===== config.mk =====
export PLATFORM = sky130hd
export DESIGN_NAME = div_config_ctrl
export DESIGN_NICKNAME = d
export VERILOG_FILES = /design/src/rtl/div_config_ctrl.sv
export SDC_FILE = /design/constraint.sdc
export NUM_CORES = 1
export LEC_CHECK = 0
export ABC_AREA = 1
export BUFFER_PORTS_ARGS = -buffer_cell sky130_fd_sc_hd__buf_2
export CAP_MARGIN = 40
export CORE_AREA = 2 2 108 110
export CTS_BUF_LIST = sky130_fd_sc_hd__clkbuf_8 sky130_fd_sc_hd__clkbuf_16
export DETAILED_ROUTE_END_ITERATION = 8
export DIE_AREA = 0 0 110 112
export MAX_ROUTING_LAYER = met4
export PLACE_DENSITY = 0.62
export SYNTH_ARGS = -nofsm -noshare
export SYNTH_HDL_FRONTEND = slang
export SYNTH_SLANG_ARGS = --single-unit

===== constraint.sdc =====
create_clock -name CLK -period 3.5 [get_ports CLK]
set_clock_uncertainty 0.2 [all_clocks]
set_input_delay 0.35 -clock CLK [delete_from_list [all_inputs] [get_ports CLK]]
set_output_delay 0.35 -clock CLK [all_outputs]
set_load 0.01 [all_outputs]

===== src/rtl/div_config_ctrl.sv =====
// div_config_ctrl
//   Command front-end for the DIV_frecventa frequency divider. It accepts
//   LOAD/START/STOP/NOP commands over a valid/ready handshake. It drives the
//   divider's DIN_n, CONFIG_DIV and ENABLE inputs so that a divisor is never
//   loaded while the divider is enabled. A load runs this sequence:
//   disable, settle, strobe, one quiet cycle, then restore the run state.
//
// Ports
//   CLK         in   system clock, rising edge
//   RESET       in   asynchronous active-low reset
//   CMD_VALID   in   command present
//   CMD_OP      in   00 NOP, 01 LOAD, 10 START, 11 STOP
//   CMD_DIV     in   divisor for LOAD
//   CMD_READY   out  command accepted on this edge if CMD_VALID is high
//   DIN_N       out  divisor presented to the divider
//   CONFIG_DIV  out  one-cycle load strobe to the divider
//   ENABLE_OUT  out  divider enable
//   RUNNING     out  run flag, restored onto ENABLE_OUT after a load
//   CUR_DIV     out  last divisor actually strobed into the divider
//   BUSY        out  load sequence in progress
//   ERR         out  last accepted command was rejected (LOAD of zero)
module div_config_ctrl #(
  parameter int                 WIDTH           = 32,
  parameter int                 SETTLE_CYCLES   = 2,
  parameter logic [WIDTH-1:0]   DIV_RESET_VALUE = {{(WIDTH-1){1'b0}}, 1'b1}
) (
  input  logic             CLK,
  input  logic             RESET,
  input  logic             CMD_VALID,
  input  logic [1:0]       CMD_OP,
  input  logic [WIDTH-1:0] CMD_DIV,
  output logic             CMD_READY,
  output logic [WIDTH-1:0] DIN_N,
  output logic             CONFIG_DIV,
  output logic             ENABLE_OUT,
  output logic             RUNNING,
  output logic [WIDTH-1:0] CUR_DIV,
  output logic             BUSY,
  output logic             ERR
);

  localparam logic [1:0] OP_LOAD  = 2'b01;
  localparam logic [1:0] OP_START = 2'b10;
  localparam logic [1:0] OP_STOP  = 2'b11;

  typedef enum logic [1:0] {
    S_IDLE,
    S_QUIESCE,
    S_LOAD,
    S_POST
  } state_t;

  state_t           state_q, state_d;
  logic [7:0]       cnt_q, cnt_d;
  logic             ready_q, ready_d;
  logic [WIDTH-1:0] din_q, din_d;
  logic             cfg_q, cfg_d;
  logic             en_q, en_d;
  logic             run_q, run_d;
  logic [WIDTH-1:0] cur_q, cur_d;
  logic             busy_q, busy_d;
  logic             err_q, err_d;
  logic             accept;

  // ready_q is only ever high in IDLE, so it alone qualifies acceptance.
  assign accept = CMD_VALID && ready_q;

  always_ff @(posedge CLK or negedge RESET) begin
    if (!RESET) begin
      state_q <= S_IDLE;
      cnt_q   <= '0;
      ready_q <= 1'b0;
      din_q   <= DIV_RESET_VALUE;
      cfg_q   <= 1'b0;
      en_q    <= 1'b0;
      run_q   <= 1'b0;
      cur_q   <= DIV_RESET_VALUE;
      busy_q  <= 1'b0;
      err_q   <= 1'b0;
    end else begin
      state_q <= state_d;
      cnt_q   <= cnt_d;
      ready_q <= ready_d;
      din_q   <= din_d;
      cfg_q   <= cfg_d;
      en_q    <= en_d;
      run_q   <= run_d;
      cur_q   <= cur_d;
      busy_q  <= busy_d;
      err_q   <= err_d;
    end
  end

  always_comb begin
    state_d = state_q;
    cnt_d   = cnt_q;
    ready_d = ready_q;
    din_d   = din_q;
    cfg_d   = 1'b0;
    en_d    = en_q;
    run_d   = run_q;
    cur_d   = cur_q;
    busy_d  = busy_q;
    err_d   = err_q;

    unique case (state_q)
      S_IDLE: begin
        // Covers the first edge after reset release as well.
        ready_d = 1'b1;
        if (accept) begin
          err_d = (CMD_OP == OP_LOAD) && (CMD_DIV == '0);
          unique case (CMD_OP)
            OP_START: begin
              run_d = 1'b1;
              en_d  = 1'b1;
            end
            OP_STOP: begin
              run_d = 1'b0;
              en_d  = 1'b0;
            end
            OP_LOAD: begin
              if (CMD_DIV != '0) begin
                din_d   = CMD_DIV;
                en_d    = 1'b0;
                busy_d  = 1'b1;
                ready_d = 1'b0;
                cnt_d   = 8'(SETTLE_CYCLES - 1);
                state_d = S_QUIESCE;
              end
            end
            default: ;
          endcase
        end
      end

      S_QUIESCE: begin
        en_d = 1'b0;
        // Counter starts at SETTLE_CYCLES-1, so QUIESCE lasts SETTLE_CYCLES.
        if (cnt_q == 8'd0) begin
          state_d = S_LOAD;
          cfg_d   = 1'b1;
        end else begin
          cnt_d = cnt_q - 8'd1;
        end
      end

      S_LOAD: begin
        cur_d   = din_q;
        state_d = S_POST;
      end

      S_POST: begin
        en_d    = run_q;
        busy_d  = 1'b0;
        ready_d = 1'b1;
        state_d = S_IDLE;
      end

      default: state_d = S_IDLE;
    endcase
  end

  assign CMD_READY  = ready_q;
  assign DIN_N      = din_q;
  assign CONFIG_DIV = cfg_q;
  assign ENABLE_OUT = en_q;
  assign RUNNING    = run_q;
  assign CUR_DIV    = cur_q;
  assign BUSY       = busy_q;
  assign ERR        = err_q;

endmodule


# Word-level counts from Yosys, hierarchy flattened
# Cells that the tools add are included.
[word_totals] romBits=0 input_bits=37 mem_count=0 latch_bits=0 ff_bits=80 elab_cells=66 ram_bits=0 out_inout_bits=70
[classes] n_shift=0 n_reduce_logical=17 n_div=0 mux=25 mul=0 order_cmp=0 bitwise_logic=0 eq_ne=13 addsub=1
[op_table] op="$logic_not 32->1" n=1
[op_table] op="$mux 8" n=4
[op_table] op="$reduce_bool 32->1" n=1
[op_table] op="$pmux 8 s2" n=1
[op_table] op="$reduce_and 4->1" n=4
[op_table] op="$mux 1" n=10
[op_table] op="$ne 2x2->1 const B" n=5
[op_table] op="$eq 2x2->1 const B" n=4
[op_table] op="$logic_not 8->1" n=1
[op_table] op="$mux 2" n=4
[op_table] op="$pmux 2 s4" n=1
[op_table] op="$sub 8x1->8 const B" n=1
[op_table] op="$pmux 1 s2" n=3
[op_table] op="$pmux 1 s3" n=2
[op_table] op="$reduce_bool 2->1" n=3
[op_table] op="$reduce_and 5->1" n=1
[op_table] op="$eq 2x1->1 const B" n=2
[op_table] op="$ne 4x2->1 const B" n=1
[op_table] op="$ne 3x3->1 const B" n=1
[op_table] op="$reduce_and 3->1" n=1
[op_table] op="$reduce_bool 3->1" n=1
[op_table] op="$logic_and 1x1->1" n=2
[op_table] op="$logic_not 2->1" n=1
[op_table] op="$reduce_and 2->1" n=1

# Depth between registers and ports, before layout
# Gate-level depths: netlist of run 1.
[depth] ltp_word=5 mapped_depth=11 depth_no_buf=10

# Worst setup path before layout of run 1
# Ideal clock, no wire load.
[synth_path] kind="flip-flop to flip-flop" startpoint="reg state_q[0]" endpoint="reg din_q[25], in the netlist DIN_N[25]" path_buffers=2 setup_slack_ns=1.773 arrival_ns=1.409 required_time_ns=3.182 stages_incl_launch_ff=10 path_cell_list="dfrtp_1 -> inv_1 -> ha_1 -> inv_1 -> nor2_4 -> nand3_2 -> buf_12 -> buf_12 -> nand2_2 -> o21ai_2"
[synth_via] elab_chain_cells=2
[synth_rtl] item="from (decl)" line="53" text="state_t state_q, state_d;"
[synth_rtl] item="from (signal assigned)" line="81" text="state_q <= state_d;"
[synth_rtl] item="$logic_not 2->1" line="106" text="unique case (state_q)"
[synth_rtl] item="$reduce_and 4->1 (no source line)"
[synth_rtl] item="to (signal assigned)" line="84" text="din_q <= din_d;"
[synth_rtl] item="to (decl)" line="56" text="logic [WIDTH-1:0] din_q, din_d;"
# Every way passes these cells.
# A chain may end at the register's enable or synchronous reset.

# Worst setup path in the final report of run 1
[layout_path] startpoint="reg state_q[1]" endpoint="reg din_q[21], in the netlist DIN_N[21]"
# Same word-level chain as after synthesis.

==> qor.txt, run 1 <==
========================================================================================
Status                                                                      finished clean
Worst stage delay on the critical path                                            520 ps
HP Class                                                                          in2reg
WP buf/inv                                                                             3
Per-cell via count in the routed design                                            4.386
Complex-gate fraction of the synthesized area                                    0.08786
Type of origin of the critical path                                                 flop
DR pass1 iterations                                                                    4
Largest family of logic cells by synthesized area                           simple AND/OR/NAND/NOR gates
Antenna fix cells                                                                      0
Finish-stage setup viols                                                               0
Max Cap Viol                                                                           0
Area grow syn2layout                                                              24.11%
Post-synthesis share of cell area spent on xor and xnor gates                          0
Maximum number of pins on one net before global-route repair                          46
Count of nets left with antenna violations after detail routing                        0
Die Y-Extent                                                                      112 um
Clock tree root buffer cell                                                 sky130_fd_sc_hd__clkbuf_16
Area fraction in and, or, nand and nor cells after synthesis                      0.2760
Portion of the clock cycle consumed by the worst path in the final layout         0.7280
Global-route wire length before repair                                          14.33 mm
IO Pins                                                                              107
Via count of the first global-routing pass                                          2951
Seq/Total Area, Yosys                                                             0.5213
Grt total ovfl                                                                         0
Crit path kind                                                                   reg2reg
Sum of routed wire length over all layers                                       8.785 mm
Final critical-path required period                                              2548 ps
Effective utilization at floorplan                                                0.3441
Initial antenna violation count                                                        0
Cell seen most often among critical-path stages                             sky130_fd_sc_hd__inv_1
Mean cell area of the mapped netlist                                          8.563 um^2
Maximum clock insertion buffer count                                                   2
Arrival @ worst endpoint                                                         2560 ps
Per-cell routed wire length                                                     12.51 um
Mapped cell area                                                               3845 um^2
Syn_nets                                                                             493
Delay-heaviest family, CP                                                   simple AND/OR/NAND/NOR gates
Post-detailed-placement half-perimeter wirelength                               6.404 mm
Number of nets in the finished design                                                598
CP Cell Sequence                                                            inv_1, ha_1, inv_1, nor2_4, nand3_4, buf_4, nand2_1, o21ai_1
Capturing element type of the critical path                                         flop
TritonCTS clock tree                                                               built
Fraction of final layout cells with drive strength greater than 1                 0.3309
Static leakage power                                                         0.002668 uW
Clock-pin slew on the worst setup and hold paths                                   60 ps
Horizontal extent of the die                                                      110 um
Power per cell area                                                         905.4 nW/um^2
Maximum VDD drop                                                               0.3069 mV
Multiplexer fraction of the synthesized cell area                                      0
Most common library cell in the layout ignoring fill and taps               sky130_fd_sc_hd__nand2_1
Setup repair after global routing missed its margin                                   no
Final routed DRC violation total                                                       0
Most frequent cells in the layout                                           sky130_fd_sc_hd__nand2_1 (162), sky130_fd_sc_hd__buf_2 (105), sky130_fd_sc_hd__dfrtp_1 (78)
Weighted congestion reported at the end of routability-driven placement           0.8294
Final total negative setup slack                                                    0 ps
Final hold slack                                                                38.36 ps
Hold buffer count at cts                                                               1
Die ar.                                                                       12320 um^2
Setup Buffers After CTS                                                                0
Post-Synth Adder-Cell Area                                                       0.02278
Number of buffers created by CTS                                                       9
Number of rows created at floorplan                                                   39
Count of cell types in the netlist                                                    32
Initial DRC count                                                                    176
Slowest cell on the critical path                                           sky130_fd_sc_hd__nand3_4
Final number of max-transition violations                                              0
Yosys synthesis warning count                                                          0
Total core area                                                               11170 um^2
Synth Register Bits                                                                   80
Headroom to the max-slew limit                                                    0.5354
Quantity of I/O buffers inserted on ports                                            106
Resize count post-CTS                                                                  0
Insertion delay of the later-clocked pin in the worst-skew pair                   330 ps
Count of clock tree sinks                                                             80
Via total after detailed routing                                                    3079
GRT Total Usage                                                                   0.1538
Count of H-tree levels built during CTS                                                3
Tightest Pin Transition                                                         697.0 ps
Max Freq                                                                      0.3925 GHz
Cells after synthesis                                                                449
Crit path max fanout                                                                  45
Worst path required time                                                         3510 ps
Count of endpoints failing hold in the final timing report                             0
========================================================================================
## state kept, by name, summed over array words and instances (netlist names), 2 cells and up
signal and count:
CUR_DIV 32, DIN_N 32, cnt_q 8, state_q 2
## routing by layer
layer	share of wire	track usage	vias up
met5	0	-	-
met2	0.46	0.2376	79
met3	0.059	0.03806	13
met1	0.46	0.1963	1400
li1	-	-	1587
met4	0.016	0.05148	0
## Yosys cell counts, drive strengths merged
cell      n  share of area
nand2   181           0.19
dfrtp    78           0.51
inv      53          0.052
nor2     43          0.046
o21ai    36          0.074
nand4    11          0.018
buf       9          0.032
nand3     9          0.014
clkbuf    8         0.0088
ha        7          0.023
a21oi     4         0.0081
dfstp     2          0.014
nor3b     2         0.0039
a211oi    1         0.0020
a31oi     1         0.0016
nand3b    1         0.0020
nor3      1         0.0013
o31ai     1         0.0020
or2       1         0.0016
## cell families (layout without fill, tap and decap cells)
family / count (synthesis) / count (layout)
buffers and inverters: 70 / 180
DFF: 80 / 80
adders and majority gates: 7 / 7
and+or+nand+nor: 249 / 249
AOI/OAI and AO/OA: 43 / 43
## worst paths after layout
check                       startpoint           to  slack (ps)  cells past startpoint
setup / recovery            state_q[1]    DIN_N[21]         950                      8
hold / removal              CMD_DIV[0]     DIN_N[0]          40                      3
setup reg to reg            state_q[1]    DIN_N[21]         950                      8
hold reg to reg            CUR_DIV[20]  CUR_DIV[20]         270                      2
max in group asynchronous        RESET     cnt_q[2]        2200                      3
min in group asynchronous        RESET   CUR_DIV[1]         330                      2
## final cells by class
cell class | count | area [um^2]
Clock buffer | 10 | 239.0
Clock inverter | 6 | 43.79
Fill cell | 1123 | 6402
Inverter | 53 | 198.9
Multi-Input combinational cell | 299 | 1494
Sequential cell | 80 | 2004
Tap cell | 143 | 178.9
Timing Repair Buffer | 111 | 613.1
## through the flow
stage / power, uW / setup slack, ps / utilization / area (um^2) / instances
5_1_grt: 4701 / 750.7 / 0.4271 / 4772 / 702
6_report: 4321 / 952.1 / 0.4271 / 4772 / 702
3_3_place_gp: 3379 / 1044 / 0.3959 / 4424 / 683
3_5_place_dp: 3480 / 947.7 / 0.4009 / 4479 / 685
4_1_cts: 4379 / 929.1 / 0.4271 / 4772 / 702
2_1_floorplan: 2818 / 1773 / - / 3845 / 449
## worst min-delay path: cells and delay by family
kind,cells,cell delay (ps)
AOI/OAI and AO/OA,1,50
buffers and inverters,2,170
## power breakdown
part | total, uW | leakage (uW) | internal, uW | switching [uW]
combinational | 1820 | 0.00153 | 716 | 1100
sequential | 1630 | 0.00101 | 1330 | 299
clock | 874 | 0.000127 | 500 | 374
No activity file was read; power rests on OpenSTA's default activity.
==> run 2, diff against run 1 <==
Settings changed: PLACE_DENSITY 0.62 to 0.64.
Clock period 3.5 ns to 2.1 ns, I/O delays scaled along.
==> qor.txt, run 2 (same netlist as run 1, synthesis figures left out) <==
========================================================================================
Final critical-path required period                                              1955 ps
Per-cell via count in the routed design                                            4.524   +3.1%
Worst path required time                                                         2170 ps   -1340 ps
Minimum setup slack among reg-to-reg paths                                        170 ps   -780 ps
HP Class                                                                          in2reg
Insertion delay of the later-clocked pin in the worst-skew pair                   330 ps   about the same
Headroom to the max-slew limit                                                    0.6865   +0.1511
Weighted congestion reported at the end of routability-driven placement           0.8288   about the same
Grt total ovfl                                                                         0   unchanged
Static leakage power                                                         0.002864 uW   +7.4%
Die Y-Extent                                                                      112 um   unchanged
Sum of routed wire length over all layers                                       9.597 mm   +9.2%
Count of H-tree levels built during CTS                                                3   unchanged
Antenna fix cells                                                                      0   unchanged
Count of endpoints failing hold in the final timing report                             0   unchanged
Tightest Pin Transition                                                         470.2 ps   -226.7 ps
Final total negative setup slack                                                    0 ps   unchanged
Quantity of I/O buffers inserted on ports                                            106   unchanged
Start point of the worst hold path                                             CMD_VALID
Setup Buffers After CTS                                                                0   unchanged
Type of origin of the critical path                                         primary input
Effective utilization at floorplan                                                0.3441   unchanged
Initial antenna violation count                                                        0   unchanged
CP Cell Sequence                                                            dlygate4sd3_1, buf_2, nor2_1, nand2_1, nor2_1, nand2_1, nor2_2, nand2_2, buf_4, nand3_1, nand2_1, nand2_1
Most common library cell in the layout ignoring fill and taps               sky130_fd_sc_hd__nand2_1
Area grow syn2layout                                                              34.10%
Horizontal extent of the die                                                      110 um   unchanged
Endpoint, Worst Hold                                                                 ERR
Most frequent cells in the layout                                           sky130_fd_sc_hd__nand2_1 (161), sky130_fd_sc_hd__buf_2 (105), sky130_fd_sc_hd__dfrtp_1 (78)
Max Freq                                                                      0.5115 GHz
Slowest cell on the critical path                                           sky130_fd_sc_hd__dlygate4sd3_1
Max Cap Viol                                                                           0   unchanged
Global-route wire length before repair                                          15.50 mm   +8.2%
Crit path max fanout                                                                   7   -84%
Capturing element type of the critical path                                         flop
Total core area                                                               11170 um^2   unchanged
Number of rows created at floorplan                                                   39   unchanged
Cell seen most often among critical-path stages                             sky130_fd_sc_hd__nand2_1
Number of nets in the finished design                                                640   +7.0%
Finish-stage setup viols                                                               0   unchanged
Startpoint of the worst register-to-register path                             state_q[0]
Initial DRC count                                                                    234   +33%
Per-cell routed wire length                                                     12.90 um   +3.1%
Number of buffers created by CTS                                                       9   unchanged
Fraction of final layout cells with drive strength greater than 1                 0.3178   -0.01314
Maximum number of pins on one net before global-route repair                          37   -20%
Via count of the first global-routing pass                                          3321   +13%
Count of cells along the worst register-to-register path                               8   unchanged
Maximum VDD drop                                                               0.4670 mV   +52%
TritonCTS clock tree                                                               built
Delay-heaviest family, CP                                                   simple AND/OR/NAND/NOR gates
Worst stage delay on the critical path                                            530 ps   about the same
Arrival @ worst endpoint                                                         2030 ps   -530 ps
WP buf/inv                                                                             3   unchanged
Sum of internal, switching and leakage power                                     7283 uW   +69%
Die ar.                                                                       12320 um^2   unchanged
Count of nets left with antenna violations after detail routing                        0   unchanged
Number of instances on the worst hold path                                             3   unchanged
Maximum clock insertion buffer count                                                   2   unchanged
Crit path kind                                                                    in2reg
IO Pins                                                                              107   unchanged
Portion of the clock cycle consumed by the worst path in the final layout         0.9310
DR pass1 iterations                                                                    4   unchanged
Count of clock tree sinks                                                             80   unchanged
Status                                                                      finished clean
Via total after detailed routing                                                    3366   +9.3%
Final number of max-transition violations                                              0   unchanged
Clock-pin slew on the worst setup and hold paths                                   60 ps   about the same
Post-detailed-placement half-perimeter wirelength                               6.773 mm   +5.8%
Clock tree root buffer cell                                                 sky130_fd_sc_hd__clkbuf_16
GRT Total Usage                                                                   0.1680   +0.01427
Power per cell area                                                         1413 nW/um^2   +56%
Capturing point of the worst reg2reg path                                       cnt_q[5]
Final routed DRC violation total                                                       0   unchanged
========================================================================================
==> run 2: final cells by class <==
class,count,area (um^2)
fillers,1096,6018
flip-flops and latches,80,2004
multi-input cells,299,1514
repair buffers,153,1006
clock buffers,9,225.2
inverters,53,198.9
well taps,143,178.9
clock inverters,7,28.78
==> run 2: worst max path at each step <==
stage	from	slack (ps)	to	depth (start not counted)
global route	CMD_DIV[9]	-10	state_q[0]	12
finish	CMD_DIV[19]	140	state_q[0]	12
global placement	state_q[0]	200	BUSY	9
CTS	CMD_DIV[9]	10	BUSY	13
detailed placement	state_q[0]	120	cnt_q[6]	8
floorplan	state_q[0]	370	DIN_N[25]	9
==> run 2: through the flow <==
step / util / setup slack [ps] / instance area, um^2 / std cells / hold WS (ps)
after detailed placement: 0.4049 / 117.8 / 4524 / 693 / 1.874
final: 0.4614 / 145.0 / 5156 / 744 / 123.9
after global placement: 0.4049 / 195.1 / 4524 / 693 / -3.788
after global routing: 0.4614 / -10.37 / 5156 / 744 / 172.8
after CTS: 0.4590 / 11.72 / 5129 / 744 / 122.4
after floorplan: - / 373.4 / 3845 / 449 / -285.6
==> run 2: tightest hold or removal path, stage by stage <==
cell and delay, ps:
sky130_fd_sc_hd__buf_2 100, sky130_fd_sc_hd__nand2_1 160, sky130_fd_sc_hd__o21ai_0 140
==> run 2: repair_timing <==
action / in CTS / in global routing
gates resized for setup: 0 / 7
hold buffers: 35 / 0
endpoints found under the setup margin: 0 / 26
endpoints found under the hold margin: 64 / 0
==> run 2: report_power, final <==
part	leakage, uW	total (uW)	switching, uW	internal, uW
combinational	0.00171	3220	1920	1290
sequential	0.00101	2700	490	2210
clock	0.000145	1360	589	775
total	0.00286	7280	3000	4280
==> run 2: layer usage <==
| layer | vias up | global-route usage | wire length (um) |
|---|---|---|---|
| met1 | 1590 | 0.2031 | 4277 |
| met2 | 87 | 0.2716 | 4677 |
| met4 | 0 | 0.06751 | 216 |
| li1 | 1672 | - | - |
| met3 | 17 | 0.03454 | 425 |
| met5 | - | - | 0 |
==> run 3, diff against run 2 <==
Clock period 2.1 ns to 1.68 ns, I/O delays scaled along.
==> qor.txt, run 3 (same netlist as run 1, synthesis figures left out) <==
========================================================================================
Count of endpoints failing hold in the final timing report                             1   +1
Post-detailed-placement half-perimeter wirelength                               6.774 mm   about the same
Number of buffers created by CTS                                                       9   unchanged
Finish-stage setup viols                                                               5   +5
Number of rows created at floorplan                                                   39   unchanged
Effective utilization at floorplan                                                0.3441   unchanged
Via count of the first global-routing pass                                          3372   +1.5%
Routed metal-1 wirelength                                                       4.607 mm   +7.7%
Crit path max fanout                                                                  26   +19
Violations in the final reports                                             negative hold slack, negative setup slack
Top layer in use                                                                    met4
DR pass1 iterations                                                                    4   unchanged
Grt total ovfl                                                                         0   unchanged
Arrival @ worst endpoint                                                         1720 ps   -310 ps
Max Freq                                                                      0.5905 GHz
Count of H-tree levels built during CTS                                                3   unchanged
Total core area                                                               11170 um^2   unchanged
Horizontal extent of the die                                                      110 um   unchanged
Per-cell via count in the routed design                                            4.454   -1.5%
Slowest cell on the critical path                                           sky130_fd_sc_hd__dfrtp_1
Fraction of final layout cells with drive strength greater than 1                 0.3865   +0.06867
Initial DRC count                                                                    237   +1.3%
Initial antenna violation count                                                        0   unchanged
Worst stage delay on the critical path                                            400 ps   -130 ps
Global-route wire length before repair                                          16.33 mm   +5.3%
GRT Total Usage                                                                   0.1745   +0.006422
WP buf/inv                                                                             3   unchanged
Final critical-path required period                                              1694 ps
Capturing element type of the critical path                                         flop
Metal3 WL                                                                         481 um   +13%
Maximum VDD drop                                                               0.6834 mV   +46%
Type of origin of the critical path                                                 flop
Final number of max-transition violations                                              0   unchanged
Most common library cell in the layout ignoring fill and taps               sky130_fd_sc_hd__nand2_1
IO Pins                                                                              107   unchanged
Final routed DRC violation total                                                       0   unchanged
Headroom to the max-slew limit                                                    0.7516   +0.06504
Clock tree root buffer cell                                                 sky130_fd_sc_hd__clkbuf_16
Final total negative setup slack                                               -31.57 ps   -31.57 ps
Quantity of I/O buffers inserted on ports                                            106   unchanged
Maximum number of pins on one net before global-route repair                          39   +5.4%
Clock-pin slew on the worst setup and hold paths                                   60 ps   about the same
Die ar.                                                                       12320 um^2   unchanged
Worst path required time                                                         1700 ps   -470 ps
Layout fillers                                                                      1061   -3.2%
Number of nets in the finished design                                                661   +3.3%
Sum of routed wire length over all layers                                       10.15 mm   +5.8%
Worst slack at placement                                                       -22.27 ps   -140.1 ps
Count of nets left with antenna violations after detail routing                        0   unchanged
Area grow syn2layout                                                              44.97%
Met2 wire length                                                                4.936 mm   +5.5%
Most frequent cells in the layout                                           sky130_fd_sc_hd__nand2_1 (150), sky130_fd_sc_hd__buf_2 (105), sky130_fd_sc_hd__dfrtp_1 (78)
Setup repair after global routing missed its margin                                  yes
HP Class                                                                          in2reg
CP Cell Sequence                                                            inv_2, ha_4, inv_6, nor2_4, nand3_4, buf_12, nand2_1, o21ai_2
Max Cap Viol                                                                           0   unchanged
Static leakage power                                                         0.003037 uW   +6.0%
Power per cell area                                                         1827 nW/um^2   +29%
Insertion delay of the later-clocked pin in the worst-skew pair                   330 ps   about the same
Delay-heaviest family, CP                                                     flip-flops
Weighted congestion reported at the end of routability-driven placement           0.8585   +3.6%
Final hold slack                                                               -9.821 ps   -133.7 ps
TritonCTS clock tree                                                               built
Tightest Pin Transition                                                         372.7 ps   -97.56 ps
Antenna fix cells                                                                      0   unchanged
Maximum clock insertion buffer count                                                   2   unchanged
Portion of the clock cycle consumed by the worst path in the final layout          1.008
Per-cell routed wire length                                                     13.29 um   +3.0%
Die Y-Extent                                                                      112 um   unchanged
Via total after detailed routing                                                    3403   +1.1%
Status                                                                      complete, but fails checks
Crit path kind                                                                   reg2reg
Minimum setup slack in the final design                                        -13.56 ps   -158.6 ps
Count of clock tree sinks                                                             80   unchanged
========================================================================================
==> run 3: cell types whose count changed in the layout (fill, tap and decap cells not counted), moves of 5 or more <==
cell                      previous run  this run
sky130_fd_sc_hd__buf_12              2         8
sky130_fd_sc_hd__nor2_1             38        33
sky130_fd_sc_hd__buf_4              10        22
sky130_fd_sc_hd__nand2_2            20        29
sky130_fd_sc_hd__nand2_1           161       150
sky130_fd_sc_hd__inv_1              56        49
==> run 3: routing by layer <==
metal | up-vias | GRT usage
li1 | 1715 | -
met3 | 13 | 0.03279
met1 | 1596 | 0.2305
met2 | 79 | 0.2716
met4 | 0 | 0.05148
met5 | - | -
==> run 3: layout make-up <==
type,count,area [um^2],area share
clock buffers,10,239.0,0.04287
clock inverters,5,50.05,0.008979
inverters,53,203.9,0.03659
multi-input cells,299,1608,0.2884
flip-flops and latches,80,2004,0.3596
well taps,143,178.9,0.03210
repair buffers,174,1290,0.2314
==> run 3: through the flow <==
step | instances | util | power (uW) | area, um^2
after detailed placement | 707 | 0.4208 | 7653 | 4702
after global placement | 707 | 0.4208 | 7536 | 4702
after CTS | 760 | 0.4840 | 9911 | 5409
after global routing | 764 | 0.4988 | 11020 | 5574
after floorplan | 449 | - | 5910 | 3855
final | 764 | 0.4988 | 10190 | 5574
==> run 3: worst min-delay path, stage by stage <==
cell	delay [ps]
sky130_fd_sc_hd__buf_2	100
sky130_fd_sc_hd__nand2_2	110
sky130_fd_sc_hd__o21ai_0	100
==> run 3: path summary, 6_finish.rpt <==
check,from,end,slack (ps),cells after the start
min,CMD_VALID,ERR,-10,3
min reg2reg,CUR_DIV[11],CUR_DIV[11],270,2
max,state_q[1],DIN_N[3],-10,8
max in group asynchronous,RESET,CUR_DIV[5],680,3
min in group asynchronous,RESET,DIN_N[26],90,2
max reg2reg,state_q[1],DIN_N[3],-10,8
==> run 3: power breakdown <==
group | internal [uW] | switching, uW
Sequential | 2770 | 654
Clock | 1170 | 761
Combinational | 2210 | 2620
==> run 3: what timing repair did <==
item / 4_1_cts / 5_1_grt
setup buffers: 2 / 2
pin swaps: 3 / 3
gates resized for setup: 8 / 30
hold buffers: 35 / 0
gates cloned: 1 / 2
endpoints found under the hold margin: 114 / 0
endpoints found under the setup margin: 9 / 23
